$ cat config.mk
export PLATFORM = sky130hd
export DESIGN_NAME = jt12_slot_sched
export DESIGN_NICKNAME = d
export VERILOG_FILES = /design/src/rtl/jt12_slot_sched.sv
export SDC_FILE = /design/constraint.sdc
export NUM_CORES = 1
export LEC_CHECK = 0
export CORE_AREA = 8 8 91 93
export CTS_BUF_LIST = sky130_fd_sc_hd__clkbuf_4
export CTS_CLUSTER_DIAMETER = 80
export DETAILED_ROUTE_END_ITERATION = 7
export DIE_AREA = 0 0 99 101
export DONT_BUFFER_PORTS = 1
export HOLD_SLACK_MARGIN = 0.15
export SYNTH_ARGS = -nofsm -noshare
export SYNTH_HDL_FRONTEND = slang
export SYNTH_SLANG_ARGS = --single-unit
export TNS_END_PERCENT = 5
$ cat constraint.sdc
create_clock -name clk -period 2.78 [get_ports clk]
set_input_delay 0.278 -clock clk [delete_from_list [all_inputs] [get_ports clk]]
set_output_delay 0.278 -clock clk [all_outputs]
set_load 0.01 [all_outputs]
$ cat src/rtl/jt12_slot_sched.sv
// jt12_slot_sched: slot counter plus in-order write queue that patches values into a recirculating delay line.
module jt12_slot_sched #(
   parameter int width  = 5,
   parameter int stages = 24,
   parameter int depth  = 4
) (
   input  logic             clk,
   input  logic             rst,
   input  logic             clk_en,
   input  logic             wr_req,
   input  logic [4:0]       wr_slot,
   input  logic [width-1:0] wr_data,
   output logic             wr_ready,
   output logic             wr_err,
   output logic             busy,
   output logic [4:0]       slot,
   output logic [2:0]       ch,
   output logic [1:0]       op,
   output logic             zero,
   input  logic [width-1:0] sh_dout,
   output logic [width-1:0] sh_din,
   output logic             upd
);
   localparam int aw = $clog2(depth);
   localparam logic [aw:0] full_cnt = (aw+1)'(depth);
   logic [width+4:0] mem [depth];
   logic [aw-1:0] rd_ptr, wr_ptr;
   logic [aw:0] cnt;
   logic [4:0] head_slot;
   logic [width-1:0] head_data;
   logic wrap, bad, take, push, pop;
   assign {head_slot, head_data} = mem[rd_ptr];
   assign busy = cnt != '0;
   assign wr_ready = cnt != full_cnt;
   assign zero = slot == 5'd0;
   assign wrap = slot == 5'(stages - 1);
   assign bad = {1'b0, wr_slot} >= 6'(stages);
   assign pop = clk_en & busy & (head_slot == slot) & ~rst;
   // a pop frees the head entry on the same edge, so a full queue can still take a write
   assign take = wr_req & ~rst & (wr_ready | pop);
   assign push = take & ~bad;
   assign upd = pop;
   assign sh_din = rst ? '0 : pop ? head_data : sh_dout;
   always_ff @(posedge clk) begin
      if (push) mem[wr_ptr] <= {wr_slot, wr_data};
   end
   always_ff @(posedge clk) begin
      if (rst) begin
         slot   <= '0;
         ch     <= '0;
         op     <= '0;
         rd_ptr <= '0;
         wr_ptr <= '0;
         cnt    <= '0;
         wr_err <= 1'b0;
      end else begin
         wr_err <= take & bad;
         if (clk_en) begin
            slot <= wrap ? 5'd0 : slot + 5'd1;
            ch   <= (wrap || ch == 3'd5) ? 3'd0 : ch + 3'd1;
            op   <= wrap ? 2'd0 : (ch == 3'd5 && op != 2'd3) ? op + 2'd1 : op;
         end
         if (push) wr_ptr <= wr_ptr + aw'(1);
         if (pop) rd_ptr <= rd_ptr + aw'(1);
         if (push != pop) cnt <= push ? cnt + (aw+1)'(1) : cnt - (aw+1)'(1);
      end
   end
endmodule

# [Word level (Yosys, flattened, before mapping)]
# Memories as Yosys holds them, arrays and structs flattened. A register that Yosys moved wholly into a read port is not among the register bits.
# Index checks and enable logic that the tools add are counted.
[op_classes] magnitude_cmp=1 reduce_logical=6 addsub=7 n_bitwise=10 n_eq_ne=6 n_mux=11
[op_table] cell="5-bit two-way mux" count=3
[op_table] cell="2-bit two-way mux" count=4
[op_table] cell="1-bit AND" count=7
[op_table] cell="2-bit by 1-bit adder with 2-bit output, second input constant" count=3
[op_table] cell="3-bit by 1-bit adder with 3-bit output, second input constant" count=2
[op_table] cell="3-bit two-way mux" count=2
[op_table] cell="5-bit by 1-bit adder with 5-bit output, second input constant" count=1
[op_table] cell="5-bit equality test" count=1
[op_table] cell="5-bit equality test, second input constant" count=1
[op_table] cell="5-bit greater-or-equal comparator, second input constant" count=1
[op_table] cell="5-bit zero test" count=1
[op_table] cell="3-bit equality test, second input constant" count=1
[op_table] cell="3-bit != test, second input constant" count=1
[op_table] cell="3-bit nonzero test" count=1
[op_table] cell="3-bit by 1-bit subtractor with 3-bit output, second input constant" count=1
[op_table] cell="1-bit two-way mux" count=2
[op_table] cell="2-bit != test, second input constant" count=1
[op_table] cell="1-bit inverter" count=2
[op_table] cell="2-bit AND reduction" count=1
[op_table] cell="2-bit nonzero test" count=1
[op_table] cell="1-bit logical AND" count=1
[op_table] cell="1-bit logical OR" count=1
[op_table] cell="1-bit != test" count=1
[op_table] cell="1-bit bitwise OR" count=1
[totals] mem_bits_rw=40 wordCells=49 register_bits=18 memories=1 out_inout_bits=20
[memory_table] name="mem" words=4 word_bits=10 read_ports=1 rd_clocked_by_memory_dff=1 wr=1 line_no="26" source="logic [width+4:0] mem [depth];"

# [Logic depth before layout (Yosys ltp)]
# Gate-level depths: netlist (run 1).
[depth] word_depth=9 ltp_mapped=11

# [Worst setup path before layout (run 1)]
# Ideal clock, no wire load.
[synth_path] path_kind="register to register" startpoint="register (tool-made name)" endpoint="register cnt[2]" arrival_ns=2.644 setup_ns=0.123 path_stages_with_launch=12 period_less_slack_ns=2.767 n_path_buf=1 slack_ns=0.013 cell_sequence="dfxtp_1 buf_6 mux4_2 xnor2_1 nand4_1 o21bai_4 a21boi_2 inv_2 fa_1 and3_1 mux2i_1 mux2_1"
[synth_lines] element="end signal: assignment" line_no="65" source="if (push != pop) cnt <= push ? cnt + (aw+1)'(1) : cnt - (aw+1)'(1);"
[synth_lines] element="end: declaration" line_no="28" source="logic [aw:0] cnt;"

==> results by group, run 1 <==
STA
  – Worst Skew: 0.00899 ns
  – Max Clock Freq: 0.372 GHz
  – Final critical-path share of the clock period: 96.8%
  – Period minus WS final: 2.69 ns
  – RSZ-0062 raised after global routing: yes
  – Final count of negative-setup-slack endpoints: 0
  – Worst-case headroom to the max-slew limit: 43.8%
  – Worst Tran Pin Value: 0.843 ns
  – Setup WS post-layout: 0.0900 ns
  – Final Hold Violating Endpoints: 0
  – Max-slew violation total from the final report: 0

Worst hold path
  – Hold-critical path depth: 4
  – Worst min path class: in2reg
  – Worst hold endpoint: ch[0]
  – Source of the worst hold timing path: clk_en

Floorplan
  – Die width: 99 microns
  – Number of top-level pins: 39
  – Placeable Area: 0.00694 sq mm
  – Initial Util: 38.7%
  – Die height: 101 microns
  – Die Footprint: 0.0100 sq mm
  – Placement Rows: 31

Synth
  – Post-synthesis share of cell area spent on xor and xnor gates: 2.93%
  – Number of synthesized register bits: 60
  – Count of unique library cells instantiated by Yosys: 39
  – Area share of and/or/nand/nor cells after synthesis: 11.2%
  – Synthesized-area fraction occupied by ao, oa, aoi and oai cells: 4.75%
  – Summed instance area of the synthesized netlist: 0.00269 sq mm
  – Syn Inst Count: 196
  – Syn_nets: 225
  – Post-synthesis area per instance: 13.7 sq um
  – Largest family of logic cells by synthesized area: multiplexers
  – Portion of the post-synthesis area used by sequential elements: 59.6%
  – Total of warnings raised by yosys: 0
  – Multiplexer share of the synthesized area: 13.6%
  – Area share of fa/ha/maj cells after synthesis: 4.94%

Power and ir drop
  – Maximum resistive drop on vdd: 0.263 mV
  – Power density over cell area: 534 mW/mm^2
  – Lkg Pwr: 0.00111 uW
  – Final Total Pwr: 1670 uW

Placement
  – Setup WS pre-CTS: -0.0156 ns
  – Weighted congestion reported at the end of routability-driven placement: 0.748
  – Area of placed instances: 0.00285 sq mm
  – DP Wirelength: 3690 microns
  – Number of buffers added on ports: 0

Clocking
  – Source-to-sink clock delay at the later pin of the worst-skew pair: 0.40 ns
  – Clock sinks: 60
  – Cell at the root of the clock tree: sky130_fd_sc_hd__clkbuf_4
  – TritonCTS clock tree: done
  – Post-CTS clock slew at the launch and capture registers of the worst setup and hold paths: 0.11 ns
  – CTS buffer count: 9
  – H-tree Lvls: 3
  – Number of buffers on the longest clock path: 2

Detailed routing
  – Detailed Route WL: 5330 microns
  – Per-cell via count in the routed design: 5.08
  – Initial DRC Count: 94
  – # DRC: 0
  – Routed length per instance: 17.0 microns
  – Number of antenna-violating nets in the routed design: 0
  – Detailed-routing iteration count for the pre-antenna-repair pass: 4
  – Total vias in the final route: 1595

Worst setup path
  – R2R Setup Slk: 0.09 ns
  – Maximum fanout encountered on the critical timing path: 5
  – Crit-path leading delay family: multiplexers
  – Highest cell delay on the worst timing path: 0.51 ns
  – Worst reg-to-reg path cell count: 10
  – Reg-to-reg endpoint: cnt[2]
  – Worst EP arrival: 2.98 ns
  – Worst path buffer plus inverter count: 1
  – Crit Path Category: reg2reg
  – CP startpoint kind: register
  – Element type at the critical path end: register
  – List of cells traversed by the critical path: mux4_2, xnor2_1, nand4_1, o21bai_4, a21boi_2, inv_2, fa_2, and3_1, mux2i_1, mux2_1
  – Worst EP required: 3.07 ns
  – Cell with the largest stage delay on the worst path: sky130_fd_sc_hd__mux4_2

Layout
  – Growth of design area from synthesis to finish: 16.3%
  – Most frequent cells in the layout: 40 x sky130_fd_sc_hd__edfxtp_1, 22 x sky130_fd_sc_hd__nor2_1, 18 x sky130_fd_sc_hd__dfxtp_1
  – Most common cell after layout, fill and taps aside: sky130_fd_sc_hd__edfxtp_1
  – Final Net Count: 256
  – Fin util: 45.0%
  – Diode insertion count for antenna repair: 0
  – Share of post-route cells with drive strength above 1: 21.1%
  – Area of all placed cells without fillers: 0.00312 sq mm
  – Number of filler instances in the final layout: 633

Global route
  – Global router's overall resource usage: 11.6%
  – Largest net degree at the start of global routing: 23
  – Overflow left after global routing: 0
  – Vias in the first global route: 1674
  – Global-route wire length before repair: 8660 microns
  – Initial antenna violation count: 0

Status
  – Run status: finished, final reports clean

Flow run
  – Number of maximum-capacitance violations: 0
[metrics by stage]
step / hold slack [ns] / TNS (ns) / cells
2_1_floorplan: 0.377 / 0 / 196
3_3_place_gp: 0.356 / 0 / 284
3_5_place_dp: 0.358 / -0.0156 / 284
4_1_cts: 0.216 / 0 / 313
5_1_grt: 0.249 / -0.0776 / 314
6_report: 0.237 / 0 / 314
[Yosys cell counts (all sizes together)]
| cell | instances | area share [%] |
|---|---|---|
| a211oi | 1 | 0.28 |
| a21boi | 1 | 0.42 |
| a21oi | 8 | 1.5 |
| a22oi | 1 | 0.28 |
| and2 | 6 | 1.4 |
| and3 | 2 | 0.47 |
| and4b | 1 | 0.37 |
| buf | 3 | 1.0 |
| clkbuf | 5 | 0.70 |
| dfxtp | 20 | 15 |
| edfxtp | 40 | 45 |
| fa | 1 | 0.75 |
| ha | 9 | 4.2 |
| inv | 9 | 1.3 |
| mux2 | 3 | 1.5 |
| mux2i | 14 | 5.2 |
| mux4 | 8 | 6.8 |
| nand2 | 4 | 0.56 |
| nand2b | 5 | 1.2 |
| nand3 | 1 | 0.19 |
| nand4 | 2 | 0.47 |
| nor2 | 23 | 3.2 |
| nor2b | 2 | 0.47 |
| nor3 | 4 | 0.93 |
| nor3b | 3 | 0.84 |
| nor4b | 2 | 0.65 |
| o211ai | 1 | 0.28 |
| o21ai | 2 | 0.37 |
| o21ba | 1 | 0.37 |
| o21bai | 1 | 0.70 |
| o31ai | 2 | 0.56 |
| or3 | 2 | 0.47 |
| xnor2 | 8 | 2.6 |
| xor2 | 1 | 0.33 |
[what timing repair did]
item | in CTS | in global routing
hold buffers | 13 | 0
pin swaps | 0 | 3
hold endpoints to repair | 60 | 0
gates resized for setup | 2 | 6
buffers inserted | 0 | 1
setup endpoints to repair | 6 | 6
[cell type report]
cell class                      count  area [sq um]  area share (%)
Clock buffer                        9          67.6            2.16
Clock inverter                      7          52.6            1.68
Inverter                            9          33.8            1.08
Timing Repair Buffer               28           245            7.85
Sequential cell                    60          1610            51.4
Multi-Input combinational cell    119          1020            32.5
Tap cell                           82           103            3.28
[layer usage]
metal	vias to the layer above	global-route usage [%]	wire, microns
met1	767	13.5	2460
met4	0	6.38	101
met5	-	0	0
met3	10	3.73	268
met2	38	18.6	2500
li1	780	-	-
[worst register-to-register path: cells and delay by family (launching register included)]
| kind | cells | cell delay, ns |
|---|---|---|
| AO/OA/AOI/OAI | 2 | 0.37 |
| XOR/XNOR | 1 | 0.17 |
| adder cells (fa/ha/maj) | 1 | 0.33 |
| buffers and inverters | 1 | 0.07 |
| flip-flops | 1 | 0.40 |
| multiplexers | 3 | 0.97 |
| AND/OR/NAND/NOR | 2 | 0.28 |
[power breakdown]
group	total (uW)	switching, uW	internal, uW	leakage, uW
logic	140	73.7	66.3	0.000521
registers	994	18.4	976	0.000526
clock network	535	348	188	0.0000663
[flip-flops by register name (all words and copies together), names as in the netlist, named ones only]
signal  cells
cnt         3
wr_err      1
slot        5
op          2
mem        40
ch          3
wr_ptr      2
rd_ptr      2
[kinds of logic (layout without fill, tap and decap cells)]
family / Yosys count / after routing
xor gates and xnor gates: 9 / 9
and+or+nand+nor: 57 / 57
adders and majority gates: 10 / 10
DFF: 60 / 60
buffers and inverters: 17 / 53
AOI/OAI and AO/OA: 18 / 18
muxes: 25 / 25
[how the worst max path moves through the flow]
stage,start,endpoint,depth (start not counted)
after global routing,register,cnt[2],10
final,register,cnt[2],10
after detailed placement,register,cnt[2],10
after CTS,register,sh_din[1],7
after global placement,register,cnt[2],10
after floorplan,register,cnt[2],11
Note: power is estimated with default switching activity, not from simulation.
==> inputs of run 2 (changes only) <==
Settings changed: ABC_AREA set to 1, CORE_AREA 8 8 91 93 to 8 8 78 80, DIE_AREA 0 0 99 101 to 0 0 86 88, PLACE_DENSITY set to 0.76.
==> run 2 against run 1 <==
First-iteration DRC count increased by 17%. Area after synthesis increased by 3.5%. Synthesized cell count increased by 39%. Global-route usage increased by 4.6 points. Routed wire length increased by 5.8%. Sequential share of layout area decreased by 0.30 points. Design area increased by 0.28%. Power increased by 6.6%.
==> results by group, run 2 <==
Status
  – Run status: finished, final reports clean

Synth
  – Most common library cells after synthesis: 62 x sky130_fd_sc_hd__nand2_1, 40 x sky130_fd_sc_hd__edfxtp_1, 28 x sky130_fd_sc_hd__inv_1
  – Share of async-settable or async-resettable flops after synthesis: 0% (unchanged)
  – Number of synthesized register bits: 60 (unchanged)
  – Top cells by area in the synthesized netlist: sky130_fd_sc_hd__edfxtp_1 43%, sky130_fd_sc_hd__dfxtp_1 14%, sky130_fd_sc_hd__nand2_1 8.4%
  – Portion of the post-synthesis area used by sequential elements: 57.6% (-2.0 points)
  – Syn_nets: 302 (+34%)
  – Synth Flop Type: sky130_fd_sc_hd__edfxtp_1
  – Library cell with the largest summed area after synthesis: sky130_fd_sc_hd__edfxtp_1
  – Summed instance area of the synthesized netlist: 0.00278 sq mm (+3.5%)
  – Area share of the largest cell type after synthesis: 43.2% (-1.5 points)
  – Library cell with the highest instance count after synthesis: sky130_fd_sc_hd__nand2_1
  – Count of unique library cells instantiated by Yosys: 33 (-15%)
  – Number of enable flip-flop cells after synthesis: 40 (unchanged)
  – Syn Inst Count: 273 (+39%)
  – Total of warnings raised by yosys: 0 (unchanged)
  – Post-synthesis area per instance: 10.2 sq um (-26%)

Clocking
  – Cell at the root of the clock tree: sky130_fd_sc_hd__clkbuf_4
  – Post-CTS clock slew at the launch and capture registers of the worst setup and hold paths: 0.11 ns (about the same)
  – TritonCTS clock tree: done
  – H-tree Lvls: 3 (unchanged)
  – CTS buffer count: 9 (unchanged)
  – Source-to-sink clock delay at the later pin of the worst-skew pair: 0.40 ns (about the same)
  – Hold-fix buffers, CTS: 13 (unchanged)
  – Clock sinks: 60 (unchanged)
  – Number of gates resized after cts: 0 (-2)
  – Number of setup buffers added after CTS: 0 (unchanged)
  – Number of buffers on the longest clock path: 2 (unchanged)

Worst setup path
  – Crit Path Category: reg2out
  – List of cells traversed by the critical path: inv_2, nand3_1, nand3_1, nand2_1, nor2_4, nand4_4, o21ai_0
  – Maximum fanout encountered on the critical timing path: 15 (+10)
  – Element type at the critical path end: primary output
  – Cell with the largest stage delay on the worst path: sky130_fd_sc_hd__o21ai_0
  – Highest cell delay on the worst timing path: 0.44 ns (-0.07 ns)
  – Crit-path leading delay family: simple AND/OR/NAND/NOR gates
  – Worst EP required: 2.50 ns (-0.57 ns)
  – Most common cell on crit path: sky130_fd_sc_hd__nand3_1
  – Worst EP arrival: 2.22 ns (-0.76 ns)
  – Worst path buffer plus inverter count: 1 (unchanged)
  – CP startpoint kind: register

Detailed routing
  – Routed length per instance: 15.2 microns (-10%)
  – Per-cell via count in the routed design: 5.36 (+5.6%)
  – Number of antenna-violating nets in the routed design: 0 (unchanged)
  – Initial DRC Count: 110 (+17%)
  – # DRC: 0 (unchanged)
  – Total vias in the final route: 1984 (+24%)
  – Detailed Route WL: 5640 microns (+5.8%)
  – Detailed-routing iteration count for the pre-antenna-repair pass: 4 (unchanged)

Layout
  – Area of all placed cells without fillers: 0.00313 sq mm (+0.28%)
  – Regs by FF count: mem x40, slot x5
  – Final Net Count: 324 (+27%)
  – Largest reg by FF count: mem
  – Number of filler instances in the final layout: 389 (-39%)
  – Most frequent cells in the layout: 62 x sky130_fd_sc_hd__nand2_1, 40 x sky130_fd_sc_hd__edfxtp_1, 28 x sky130_fd_sc_hd__inv_1
  – Most common cell after layout, fill and taps aside: sky130_fd_sc_hd__nand2_1
  – Diode insertion count for antenna repair: 0 (unchanged)
  – Growth of design area from synthesis to finish: 12.6%
  – Share of post-route cells with drive strength above 1: 13.7% (-7.5 points)
  – Max FFs per register: 40 (unchanged)

STA
  – Worst hold margin: 0.279 ns (+0.0423 ns)
  – Worst-case headroom to the max-slew limit: 68.2% (+24 points)
  – Worst Tran Pin Value: 0.472 ns (-0.371 ns)
  – Final Hold Violating Endpoints: 0 (unchanged)
  – Final critical-path share of the clock period: 90.0% (-6.8 points)
  – Total negative slack for setup checks: 0 ns (unchanged)
  – Max Clock Freq: 0.400 GHz (+7.5%)
  – Max-slew violation total from the final report: 0 (unchanged)
  – Worst Skew: 0.00950 ns (+0.000516 ns)
  – Period minus WS final: 2.50 ns (-0.188 ns)
  – Final count of negative-setup-slack endpoints: 0 (unchanged)
  – RSZ-0062 raised after global routing: no

Global route
  – Vias in the first global route: 1985 (+19%)
  – Largest net degree at the start of global routing: 21 (-8.7%)
  – Global router's overall resource usage: 16.2% (+4.6 points)
  – Overflow left after global routing: 0 (unchanged)
  – Initial antenna violation count: 0 (unchanged)
  – Global-route wire length before repair: 9380 microns (+8.3%)

Floorplan
  – Number of top-level pins: 39 (unchanged)
  – Die Footprint: 0.00757 sq mm (-24%)
  – Die height: 88 microns (-13%)
  – Initial Util: 56.6% (+18 points)
  – Die width: 86 microns (-13%)
  – Placement Rows: 26 (-16%)
  – Placeable Area: 0.00491 sq mm (-29%)

Flow run
  – Number of maximum-capacitance violations: 0 (unchanged)

Placement
  – Area of placed instances: 0.00286 sq mm (+0.44%)
  – DP Wirelength: 3940 microns (+6.8%)
  – Weighted congestion reported at the end of routability-driven placement: 0.859 (+15%)
  – Number of buffers added on ports: 0 (unchanged)

Worst hold path
  – Worst min path class: in2reg

Power and ir drop
  – Lkg Pwr: 0.00121 uW (+8.6%)
  – Maximum resistive drop on vdd: 0.405 mV (+54%)
  – Power density over cell area: 568 mW/mm^2 (+6.3%)
-- run 2: cell count changes in the layout (fill, tap and decap cells not counted), moves of 12 or more --
cell                      delta
sky130_fd_sc_hd__inv_1      +20
sky130_fd_sc_hd__mux2i_1    -14
sky130_fd_sc_hd__nand3_1    +22
sky130_fd_sc_hd__a21oi_1    +12
sky130_fd_sc_hd__nand2_1    +58
-- run 2: worst min-delay path, delay by kind of cell --
kind / cells / cell delay, ns
and+or+nand+nor: 2 / 0.11
buffers and inverters: 2 / 0.24
-- run 2: power by group --
group	internal [uW]	total [uW]	switching [uW]	leakage (uW)
sequential	976	997	21.2	0.000525
combinational	59.9	159	99.2	0.000615
clock	278	622	345	0.0000690
-- run 2: worst paths after layout --
kind          endpoint  depth (start not counted)       from  slack, ns
max          sh_din[4]                          7   register       0.28
min             cnt[2]                          4        rst       0.28
max reg2reg     cnt[2]                         13   register       0.41
min reg2reg   register                          2  rd_ptr[0]       0.51
-- run 2: metal layers --
metal | GRT usage [%] | share of wire, % | vias up
li1 | - | - | 986
met5 | 0 | 0 | -
met1 | 19.3 | 45 | 926
met4 | 10.2 | 2.4 | 0
met3 | 4.50 | 5.7 | 15
met2 | 25.5 | 47 | 57
-- run 2: cells by family (layout without fill, tap and decap cells) --
| logic type | count (synthesis) | after routing | synth area share, % |
|---|---|---|---|
| xor gates and xnor gates | 2 | 2 | 0.630 |
| AOI/OAI and AO/OA | 41 | 41 | 8.68 |
| and+or+nand+nor | 121 | 121 | 22.1 |
| buffers and inverters | 39 | 66 | 6.25 |
| adders and majority gates | 10 | 10 | 4.77 |
| DFF | 60 | 60 | 57.6 |
-- run 2: metrics by stage --
step           utilization [%]  power, uW  setup slack, ns  cells
2_1_floorplan                -       1130            0.548    273
3_3_place_gp              58.2       1150            0.501    341
3_5_place_dp              58.2       1150            0.418    341
4_1_cts                   63.8       1800            0.254    370
5_1_grt                   63.8       1860           0.0878    370
6_report                  63.8       1780            0.279    370
-- run 2: layout make-up --
cell class	count	area [sq um]	share of cell area [%]
Clock buffer	9	67.6	2.16
Inverter	30	113	3.59
Tap cell	70	87.6	2.80
Timing Repair Buffer	20	183	5.83
Sequential cell	60	1600	51.1
Clock inverter	7	75.1	2.40
Multi-Input combinational cell	174	1010	32.1
==> inputs of run 3 (changes only) <==
Settings changed: REMOVE_ABC_BUFFERS set to 1.
==> run 3 against run 2 <==
First-iteration DRC count decreased by 5.5%. Worst setup slack improved by 0.0039 ns. Register-to-register slack lost 0.13 ns. Combinational power about the same. Routed wire length is 1.1% higher. Critical path depth increased by 8. Design area is 0.20% higher. Worst hold slack better by 0.045 ns.
==> results by group, run 3 (synthesis gave the netlist of run 2 again) <==
STA
  – Worst Skew: 0.00938 ns (-0.000129 ns)
  – Total negative slack for setup checks: 0 ns (unchanged)
  – Final Hold Violating Endpoints: 0 (unchanged)
  – Period minus WS final: 2.50 ns (-0.00393 ns)
  – Worst hold margin: 0.324 ns (+0.0448 ns)
  – Max Clock Freq: 0.400 GHz (+0.16%)
  – Worst Tran Pin Value: 0.557 ns (+0.0855 ns)
  – Worst-case headroom to the max-slew limit: 62.8% (-5.4 points)
  – Max-slew violation total from the final report: 0 (unchanged)
  – Final critical-path share of the clock period: 89.8% (-0.14 points)
  – Final count of negative-setup-slack endpoints: 0 (unchanged)

Floorplan
  – Die height: 88 microns (unchanged)
  – Placement Rows: 26 (unchanged)
  – Initial Util: 56.6% (unchanged)
  – Die width: 86 microns (unchanged)
  – Number of top-level pins: 39 (unchanged)
  – Placeable Area: 0.00491 sq mm (unchanged)
  – Die Footprint: 0.00757 sq mm (unchanged)

Placement
  – Weighted congestion reported at the end of routability-driven placement: 0.831 (-3.3%)
  – Number of buffers added on ports: 0 (unchanged)
  – DP Wirelength: 3690 microns (-6.4%)

Detailed routing
  – Number of antenna-violating nets in the routed design: 0 (unchanged)
  – Initial DRC Count: 104 (-5.5%)
  – DRT met1 WL: 2310 microns (-8.6%)
  – Detailed Route WL: 5700 microns (+1.1%)
  – Met3 WL post-DR: 462 microns (+45%)
  – Routed length per instance: 15.4 microns (+1.4%)
  – Top routing layer used: met4
  – Total vias in the final route: 2005 (+1.1%)
  – Met2 wire length: 2810 microns (+5.8%)
  – Per-cell via count in the routed design: 5.43 (+1.3%)
  – # DRC: 0 (unchanged)
  – Detailed-routing iteration count for the pre-antenna-repair pass: 4 (unchanged)

Power and ir drop
  – Maximum resistive drop on vdd: 0.375 mV (-7.4%)
  – Lkg Pwr: 0.00122 uW (+0.68%)
  – Power density over cell area: 566 mW/mm^2 (-0.34%)

Layout
  – Regs by FF count: mem x40, slot x5
  – Number of filler instances in the final layout: 401 (+3.1%)
  – Multi-input gate area: 0.00101 sq mm (unchanged)
  – Share of post-route cells with drive strength above 1: 13.4% (-0.29 points)
  – Area of all sequential standard cells: 0.00160 sq mm (about the same)
  – Most frequent cells in the layout: 62 x sky130_fd_sc_hd__nand2_1, 40 x sky130_fd_sc_hd__edfxtp_1, 28 x sky130_fd_sc_hd__inv_1
  – Max FFs per register: 40 (unchanged)
  – Most common cell after layout, fill and taps aside: sky130_fd_sc_hd__nand2_1
  – Final Net Count: 323 (-0.31%)
  – Growth of design area from synthesis to finish: 12.9%
  – Diode insertion count for antenna repair: 0 (unchanged)
  – Largest reg by FF count: mem

Worst setup path
  – Worst EP arrival: 2.80 ns (+0.58 ns)
  – List of cells traversed by the critical path: buf_6, nand2_1, nand3_1, nand2_1, nand2_1, nand2_2, nor2_4, nand3_4, nand2_4, nand3_2, fa_1, inv_1, nand2_2, a21oi_1, nor2_1
  – Most common cell on crit path: sky130_fd_sc_hd__nand2_1
  – CP startpoint kind: register
  – Highest cell delay on the worst timing path: 0.46 ns (+0.02 ns)
  – Maximum fanout encountered on the critical timing path: 20 (+5)
  – Element type at the critical path end: register
  – Worst EP required: 3.09 ns (+0.59 ns)
  – Crit Path Category: reg2reg
  – Cell with the largest stage delay on the worst path: sky130_fd_sc_hd__fa_1

Clocking
  – Number of buffers on the longest clock path: 2 (unchanged)
  – Cell at the root of the clock tree: sky130_fd_sc_hd__clkbuf_4
  – Post-CTS clock slew at the launch and capture registers of the worst setup and hold paths: 0.11 ns (about the same)
  – TritonCTS clock tree: done
  – CTS buffer count: 9 (unchanged)
  – H-tree Lvls: 3 (unchanged)
  – Source-to-sink clock delay at the later pin of the worst-skew pair: 0.40 ns (about the same)
  – Clock sinks: 60 (unchanged)
  – Number of setup buffers added after CTS: 0 (unchanged)

Flow run
  – Number of maximum-capacitance violations: 0 (unchanged)

Status
  – Run status: finished, final reports clean

Global route
  – Initial antenna violation count: 0 (unchanged)
  – Global router's overall resource usage: 16.4% (+0.14 points)
  – Largest net degree at the start of global routing: 21 (unchanged)
  – Global-route wire length before repair: 9380 microns (about the same)
  – Overflow left after global routing: 0 (unchanged)
  – Vias in the first global route: 1986 (+0.050%)

Worst hold path
  – Worst min path class: in2reg
run 3: stage by stage:
step | cells | setup slack (ns) | total power, uW | utilization (%) | instance area [sq um]
after floorplan | 264 | 0.155 | 1120 | - | 2720
after global placement | 339 | 0.308 | 1150 | 57.9 | 2850
after detailed placement | 339 | 0.243 | 1150 | 57.9 | 2850
after CTS | 369 | 0.127 | 1790 | 63.7 | 3130
after global routing | 369 | -0.00280 | 1850 | 63.9 | 3140
final | 369 | 0.282 | 1780 | 63.9 | 3140
run 3: layout make-up:
cell class | count | share of cell area (%)
clock buffers | 9 | 2.15
clock inverters | 7 | 2.43
inverters | 30 | 3.67
multi-input cells | 174 | 32.0
flip-flops and latches | 60 | 51.1
well taps | 70 | 2.79
repair buffers | 19 | 5.86
run 3: routing by layer:
| metal | GRT usage (%) | up-vias |
|---|---|---|
| li1 | - | 983 |
| met1 | 18.2 | 939 |
| met2 | 27.4 | 71 |
| met3 | 5.53 | 12 |
| met4 | 8.28 | 0 |
| met5 | 0 | - |
run 3: path summary, 6_finish.rpt:
kind	slack [ns]	endpoint	startpoint	cells past startpoint
setup reg to reg	0.28	cnt[2]	register	15
hold reg to reg	0.52	register	rd_ptr[1]	2
hold / removal	0.32	cnt[2]	rst	3
setup / recovery	0.28	cnt[2]	register	15
run 3: where the power goes:
group          internal (uW)  switching [uW]  leakage (uW)  total, uW
Combinational           59.0            99.7      0.000620        159
Clock                    278             343     0.0000725        620
Sequential               976            21.3      0.000526        997
Total                   1310             463       0.00122       1780
run 3: worst max-delay path: cells and delay by family, from the launching register on:
kind,cells,cell delay [ns]
buffers and inverters,2,0.29
flip-flops,1,0.41
AND/OR/NAND/NOR,11,1.14
adder cells (fa/ha/maj),1,0.46
AO/OA/AOI/OAI,1,0.12
run 3: repair_timing:
action	CTS	global route
resized for setup	0	5
hold endpoints to repair	53	0
hold buffers	14	0
endpoints found under the setup margin	0	1
